===== config.mk =====
export PLATFORM = sky130hd
export DESIGN_NAME = scan_decoder_flat
export DESIGN_NICKNAME = d
export VERILOG_FILES = /design/src/rtl/decoder_pkg.sv /design/src/rtl/scan_decoder_if.sv /design/src/rtl/scan_decoder_dwell.sv /design/src/rtl/scan_decoder.sv /design/src/flat_wrapper.sv
export SDC_FILE = /design/constraint.sdc
export NUM_CORES = 1
export LEC_CHECK = 0
export ABC_AREA = 1
export CAP_MARGIN = 10
export CORE_MARGIN = 3
export CORE_UTILIZATION = 43
export CTS_CLUSTER_SIZE = 28
export DETAILED_ROUTE_END_ITERATION = 16
export PLACE_DENSITY_LB_ADDON = 0.05
export SLEW_MARGIN = 10
export SYNTH_ARGS = -nofsm -noshare
export SYNTH_HDL_FRONTEND = slang
export SYNTH_SLANG_ARGS = --single-unit

===== constraint.sdc =====
create_clock -name clk -period 0.95 [get_ports clk]
set_input_delay 0.2375 -clock clk [delete_from_list [all_inputs] [get_ports clk]]
set_output_delay 0.2375 -clock clk [all_outputs]
set_load 0.01 [all_outputs]

===== src/rtl/decoder_pkg.sv =====
// Shared types and helpers for the scan_decoder family: FSM state encoding,
// a generic one-hot decoder and the output polarity helper.
package decoder_pkg;

    typedef enum logic [1:0] {
        IDLE   = 2'd0,
        DIRECT = 2'd1,
        SCAN   = 2'd2
    } state_t;

    // Widest select the helpers support; callers truncate the result to 2^N bits.
    localparam int MAX_N = 8;
    localparam int MAX_W = 1 << MAX_N;

    function automatic logic [MAX_W-1:0] onehot_decode(input logic [MAX_N-1:0] index,
                                                       input int n);
        logic [MAX_W-1:0] v;
        v = '0;
        for (int i = 0; i < MAX_W; i++) begin
            v[i] = (i < (1 << n)) && (index == MAX_N'(i));
        end
        return v;
    endfunction

    function automatic logic [MAX_W-1:0] apply_polarity(input logic [MAX_W-1:0] v,
                                                        input logic act_low);
        return act_low ? ~v : v;
    endfunction

endpackage


===== src/rtl/scan_decoder_if.sv =====
// Control/observation bundle of scan_decoder; the controller drives it as
// master, the decoder is the slave.
interface scan_decoder_if #(parameter int N = 2);

    localparam int W = 1 << N;

    logic         e;
    logic         mode;
    logic [N-1:0] x;
    logic         load;
    logic [W-1:0] y;
    logic [N-1:0] idx;
    logic         wrap;

    modport master (output e, mode, x, load, input  y, idx, wrap);
    modport slave  (input  e, mode, x, load, output y, idx, wrap);

endinterface


===== src/rtl/scan_decoder_dwell.sv =====
// Dwell timer: counts cycles while running and pulses o_step on the last
// cycle of every DWELL-cycle period. A restart or a stop clears the count.
module dwell_timer #(
    parameter int DWELL = 4
) (
    input  logic clk,
    input  logic rst_n,
    input  logic i_run,
    input  logic i_restart,
    output logic o_step
);

    localparam int            CW   = (DWELL > 1) ? $clog2(DWELL) : 1;
    localparam logic [CW-1:0] LAST = CW'(DWELL - 1);

    logic [CW-1:0] r_cnt;

    // NOTE: sequential state uses non-blocking assignments so every register
    // samples pre-edge values regardless of statement order.
    always_ff @(posedge clk or negedge rst_n) begin
        if (!rst_n) begin
            r_cnt <= '0;
        end else if (!i_run || i_restart || r_cnt == LAST) begin
            r_cnt <= '0;
        end else begin
            r_cnt <= r_cnt + 1'b1;
        end
    end

    // A restart suppresses the step so a reload always wins over a due step.
    assign o_step = i_run && !i_restart && (r_cnt == LAST);

endmodule


===== src/rtl/scan_decoder.sv =====
// Registered N-to-2^N one-hot decoder with enable, direct and scan modes.
// Scan mode walks the active output through all positions, DWELL cycles each.
module scan_decoder
    import decoder_pkg::*;
#(
    parameter int N       = 2,
    parameter int DWELL   = 4,
    parameter int ACT_LOW = 0
) (
    input  logic           clk,
    input  logic           rst_n,
    scan_decoder_if.slave  bus
);

    localparam int           W        = 1 << N;
    localparam logic [W-1:0] INACTIVE = (ACT_LOW != 0) ? {W{1'b1}} : {W{1'b0}};

    state_t       r_state;
    logic [N-1:0] r_idx;
    logic [W-1:0] r_y;
    logic         r_wrap;

    logic         w_run;
    logic         w_step;
    logic [N-1:0] w_next_idx;
    logic [W-1:0] w_dec_x;
    logic [W-1:0] w_dec_next;

    // The timer only runs while the FSM stays in SCAN; any entry edge clears it.
    assign w_run      = (r_state == SCAN) && bus.e && bus.mode;
    assign w_next_idx = r_idx + 1'b1;
    assign w_dec_x    = W'(apply_polarity(onehot_decode(MAX_N'(bus.x), N), ACT_LOW != 0));
    assign w_dec_next = W'(apply_polarity(onehot_decode(MAX_N'(w_next_idx), N), ACT_LOW != 0));

    dwell_timer #(.DWELL(DWELL)) u_dwell (
        .clk       (clk),
        .rst_n     (rst_n),
        .i_run     (w_run),
        .i_restart (bus.load),
        .o_step    (w_step)
    );

    always_ff @(posedge clk or negedge rst_n) begin
        if (!rst_n) begin
            r_state <= IDLE;
            r_idx   <= '0;
            r_y     <= INACTIVE;
            r_wrap  <= 1'b0;
        end else begin
            r_wrap <= 1'b0;
            if (!bus.e) begin
                // idx deliberately holds its last value while disabled.
                r_state <= IDLE;
                r_y     <= INACTIVE;
            end else if (!bus.mode) begin
                r_state <= DIRECT;
                r_idx   <= bus.x;
                r_y     <= w_dec_x;
            end else begin
                case (r_state)
                    SCAN: begin
                        if (bus.load) begin
                            r_idx <= bus.x;
                            r_y   <= w_dec_x;
                        end else if (w_step) begin
                            r_idx  <= w_next_idx;
                            r_y    <= w_dec_next;
                            r_wrap <= &r_idx;
                        end
                    end
                    default: begin
                        // Scan entry from IDLE or DIRECT starts at x.
                        r_state <= SCAN;
                        r_idx   <= bus.x;
                        r_y     <= w_dec_x;
                    end
                endcase
            end
        end
    end

    assign bus.y    = r_y;
    assign bus.idx  = r_idx;
    assign bus.wrap = r_wrap;

endmodule

===== src/flat_wrapper.sv =====
// flat-port wrapper written by rule: the top's interface ports become plain ports
module scan_decoder_flat import decoder_pkg::*;
#(
    parameter int N       = 2,
    parameter int DWELL   = 4,
    parameter int ACT_LOW = 0
)
  (clk, rst_n, bus_e, bus_mode, bus_x, bus_load, bus_y, bus_idx, bus_wrap);
  scan_decoder_if #(.N(N)) bus_i ();
  input  logic clk;
  input  logic rst_n;
  input wire logic [$bits(bus_i.e)-1:0] bus_e;
  input wire logic [$bits(bus_i.mode)-1:0] bus_mode;
  input wire logic [$bits(bus_i.x)-1:0] bus_x;
  input wire logic [$bits(bus_i.load)-1:0] bus_load;
  output wire logic [$bits(bus_i.y)-1:0] bus_y;
  output wire logic [$bits(bus_i.idx)-1:0] bus_idx;
  output wire logic [$bits(bus_i.wrap)-1:0] bus_wrap;
  assign bus_i.e = bus_e;
  assign bus_i.mode = bus_mode;
  assign bus_i.x = bus_x;
  assign bus_i.load = bus_load;
  assign bus_y = bus_i.y;
  assign bus_idx = bus_i.idx;
  assign bus_wrap = bus_i.wrap;
  scan_decoder #(.N(N), .DWELL(DWELL), .ACT_LOW(ACT_LOW)) u_core (.clk(clk), .rst_n(rst_n), .bus(bus_i));
endmodule

Word-level counts from Yosys, hierarchy flattened
Index checks and enable logic that the tools add are counted.

Add/sub/neg operators: 2. Eq/ne operators: 11. Multiplexer cells: 18. Reductions and logical operators: 12.

Operator list (count): two-way mux 4 bit (5); two-way mux 2 bit (8); equality test 2 bit, second input constant (6); two-way mux 1 bit (5); inequality test 5 bit, second input constant (1); adder 2 x 1 -> 2 bit, second input constant (2); equality test 2 x 1 -> 1 bit, second input constant (2); logical AND 1 bit (4); logical NOT 2 bit (2); inequality test 4 bit, second input constant (1); AND reduction 2 bit (2); inequality test 3 bit, second input constant (1); logical NOT 1 bit (2); logical OR 1 bit (2).

Register bits: 11. Input bits: 7. Output and inout bits: 7. Logic and storage cells: 48.

Logic depth before layout (Yosys ltp)
Depth after elaboration: 10. Mapped depth: 8. Mapped depth without buffers: 8.

Modules after synthesis
A second synthesis with hierarchy kept.

Cells, all modules: 90. Area total of the unflattened synthesis: 679.4 µm².

By module, submodules not included: scan_decoder (times used 1, cells each 79, area an instance 580.6 µm², seq. area each 225.2 µm²); dwell_timer (times used 1, cells each 11, area an instance 98.8 µm², seq. area each 50.0 µm²).

Least setup slack after synthesis
OpenSTA, ideal clock, no wires.

Kind: flip-flop to flip-flop. From: register u_core.r_idx[0] (netlist: u_core.bus.idx[0]). To: register u_core.r_idx[1] (netlist: u_core.bus.idx[1]). Setup time: 0.116 ns. Data arrival time: 1.013 ns. Required time: 0.834 ns. Path slack: -0.180 ns. Cell stages (with the launch flop): 7. Buffers on the path: 0. Clock period less this slack: 1.130 ns. Cell sequence: dfrtp_1 -> inv_1 -> ha_1 -> nand2_1 -> nand2_1 -> nand2_1 -> nand2_1.

Longest elaborated chain between the ends: 5.

RTL lines: from (decl) (line scan_decoder.sv:19) `logic [N-1:0] r_idx;`; from (signal assigned) (line scan_decoder.sv:57) `r_idx <= bus.x;`; from (signal assigned) (line scan_decoder.sv:63) `r_idx <= bus.x;`; from (signal assigned) (line scan_decoder.sv:66) `r_idx <= w_next_idx;`; adder 2 x 1 -> 2 bit (line scan_decoder.sv:31) `assign w_next_idx = r_idx + 1'b1;`; two-way mux 2 bit (line scan_decoder.sv:65) `end else if (w_step) begin`; two-way mux 2 bit (line scan_decoder.sv:62) `if (bus.load) begin`; two-way mux 2 bit (line scan_decoder.sv:60) `case (r_state)`; two-way mux 2 bit (line scan_decoder.sv:55) `end else if (!bus.mode) begin`.

No other way between the ends. The select of a mux whose other input is x is not followed. A chain may end at the register's enable or synchronous reset.

Worst setup path after layout
From: register u_core.r_idx[1] (netlist: u_core.bus.idx[1]). To: register u_core.r_y[0] (netlist: u_core.bus.y[0]).

Longest elaborated chain between the ends: 7.

RTL lines: adder 2 x 1 -> 2 bit (line scan_decoder.sv:31); logical NOT 2 bit (line decoder_pkg.sv:20) `v[i] = (i < (1 << n)) && (index == MAX_N'(i));`; two-way mux 4 bit (line scan_decoder.sv:65); two-way mux 4 bit (line scan_decoder.sv:62); two-way mux 4 bit (line scan_decoder.sv:60); two-way mux 4 bit (line scan_decoder.sv:55); two-way mux 4 bit (line scan_decoder.sv:51) `if (!bus.e) begin`; to (signal assigned) (line scan_decoder.sv:58) `r_y <= w_dec_x;`; to (signal assigned) (line scan_decoder.sv:64) `r_y <= w_dec_x;`; to (signal assigned) (line scan_decoder.sv:67) `r_y <= w_dec_next;`; to (decl) (line scan_decoder.sv:20) `logic [W-1:0] r_y;`.

No other way between the ends. The select of a mux whose other input is x is not followed.

==> impl_metrics.yaml <==
synthesis:
  synth.net_count: 96
  ys_types: 15
  yosysSeqAreaShare_pct: 42.2
  syn-cell-area_um2: 652
  ys_warn_count: 0
  syn_inst: 83
  ys_ff_latch: 11
  post_synth.cell_area_avg_um2: 7.85
routing:
  firstDrtPassIters: 4
  drc: 0
  antenna_left: 0
  drt_iter0_markers: 7
  dr_total_vias: 630
  vias_per_cell: 4.57
  wire_per_inst_um: 11.0
  drt_wl_total_mm: 1.52
clock_tree:
  cts_root_buffer: "clkbuf_4"
  htree_levels: 1
  cts_tree: "yes"
  cts_buffers: 3
  clk-insertion-delay-late_ns: 0.27
  cts_num_sinks: 11
  clock_path_buffers: 2
  clk_pin_slew_worst_paths_ns: 0.08
global_route:
  first_global_vias: 619
  track_usage_pct: 17.5
  grt_pass1_wl_mm: 2.48
  overflow: 0
  antenna_found_initial: 0
  grt_max_degree: 12
power_and_ir_drop:
  max-vdd-ir-drop_uv: 1100
  p_per_area_nw_per_um2: 1090
  p_leak_uw: 0.000592
cells_and_area:
  final_cells: 138
  nFillCells: 101
  post-route-util_pct: 77.4
  diodes: 0
  drive_gt1_share_pct: 43.9
  synthToLayoutAreaGrowth_pct: 62.2
  final_nets: 137
timing:
  setup_tns_ns: -1.95
  clock_skew_ns: 0.0103
  fmax_ghz: 0.871
  setup_ws_ns: -0.198
  worstMarginPinSlew_ns: 0.256
  slew_headroom_pct: 82.8
  hold_viol_final: 0
  rsz0062_at_grt: "yes"
  period_share_pct: 121
  finalMaxSlewViolations: 0
  setup_violations: 16
  fin_crit_ns: 1.15
job:
  maxCapViolCount: 0
setup_path:
  worstSetupPathType: "flip-flop to flip-flop"
  crit_fanout: 3
  start_kind: "flip-flop"
  crit_arrival_ns: 1.30
  worstPathRequired_ns: 1.11
  endpoint_kind: "flip-flop"
floorplan:
  io_pins: 14
  fp.dieArea_um2: 2020
  die_w_um: 44.9
  core-area_um2: 1370
  start_util_pct: 47.7
  num_rows: 13
  die_y_um: 44.9
min_path:
  hp-class: "input pin to async pin"
placement:
  gp_congestion: 0.917
  io_buffers: 13
  hpwl_mm: 1.08
  placedCellCount: 125
run_status:
  outcome: "finished with violations"
  violations: "setup timing"
-- Yosys cell counts --
library cell | n | area [um^2]
a21oi_2 | 1 | 8.76
dfrtp_1 | 11 | 275
ha_1 | 6 | 75.1
inv_1 | 13 | 48.8
inv_2 | 2 | 7.51
nand2_1 | 36 | 135
nand2_4 | 1 | 11.3
nand3_1 | 3 | 15.0
nand3b_1 | 1 | 7.51
nor2_1 | 3 | 11.3
nor2_2 | 1 | 6.26
nor2_4 | 2 | 22.5
nor3_4 | 1 | 16.3
nor4_1 | 1 | 6.26
o21ai_1 | 1 | 5.00
-- area by class of cell --
type,count,area [um^2],share of cell area [%]
Inverter,15,58.8,5.56
Sequential cell,11,278,26.3
Multi-Input combinational cell,57,378,35.7
Clock buffer,4,26.3,2.49
Tap cell,15,18.8,1.78
Timing Repair Buffer,36,298,28.2
-- per-layer routing --
layer	vias to the layer above	track usage (%)	wire length (um)
met5	-	0	0
met4	0	9.36	27
met3	4	5.98	85
met2	16	30.5	758
met1	283	18.2	645
li1	327	-	-
-- timing repair --
item | CTS | global route
gates resized for setup | 37 | 4
setup buffers | 7 | 2
setup endpoints to repair | 16 | 16
pin swaps | 6 | 9
endpoints found under the hold margin | 0 | 0
hold buffers | 0 | 0
-- where the power goes --
group	switching, uW	internal [uW]	leakage, uW	total (uW)
combinational	145	167	0.000433	312
sequential	17.0	492	0.000144	509
clock	164	162	0.0000150	326
-- per-stage QoR --
stage / setup slack, ns / power, uW / cell area [um^2] / hold WS (ns)
2_1_floorplan: -0.0877 / 626 / 674 / -0.0581
3_3_place_gp: -0.543 / 790 / 953 / 0.458
3_5_place_dp: -0.566 / 794 / 953 / 0.465
4_1_cts: -0.212 / 1140 / 1030 / 0.285
5_1_grt: -0.272 / 1220 / 1060 / 0.283
6_report: -0.198 / 1150 / 1060 / 0.284
-- worst paths after layout --
| path | to | from | depth (start not counted) | slack [ns] |
|---|---|---|---|---|
| worst max-delay path | u_core.bus.y[0] | u_core.bus.idx[1] | 7 | -0.20 |
| worst min-delay path | u_core.r_state[0] | rst_n | 2 | 0.28 |
| worst max register to register | u_core.bus.y[0] | u_core.bus.idx[1] | 7 | -0.20 |
| worst min register to register | u_core.bus.y[2] | u_core.bus.y[2] | 2 | 0.47 |
| max in group asynchronous | u_core.bus.y[0] | rst_n | 2 | 0.55 |
| min in group clk | u_core.r_state[0] | bus_mode | 3 | 0.41 |
-- logic make-up after synthesis --
logic type / after synthesis / share of synthesized area, %
flops: 11 / 42.2
fa+ha+maj: 6 / 11.5
buf+inv: 15 / 8.64
simple gates: 49 / 35.5
compound gates: 2 / 2.11
-- worst max-delay path: stages, from the launching register on --
cell	delay [ns]
dfrtp_2	0.43
buf_6	0.13
ha_4	0.14
nand3b_1	0.14
nand2_1	0.07
inv_1	0.04
nand2_1	0.05
nand2_1	0.05
-- placed cells by master (no fill, tap or decap), drive strengths merged, types with 2 or more instances in the layout --
| cell type | n |
|---|---|
| buf | 30 |
| clkbuf | 4 |
| clkdlybuf4s50 | 4 |
| dfrtp | 11 |
| dlygate4sd2 | 2 |
| ha | 6 |
| inv | 15 |
| nand2 | 37 |
| nand3 | 3 |
| nor2 | 6 |
-- registers in the layout, indices dropped and copies added (netlist names) --
signal and cells:
u_core.bus.y 4, u_core.bus.idx 2, u_core.r_state 2, u_core.u_dwell.r_cnt 2
u_core.bus.wrap 1
(Power assumes the default switching activity.)
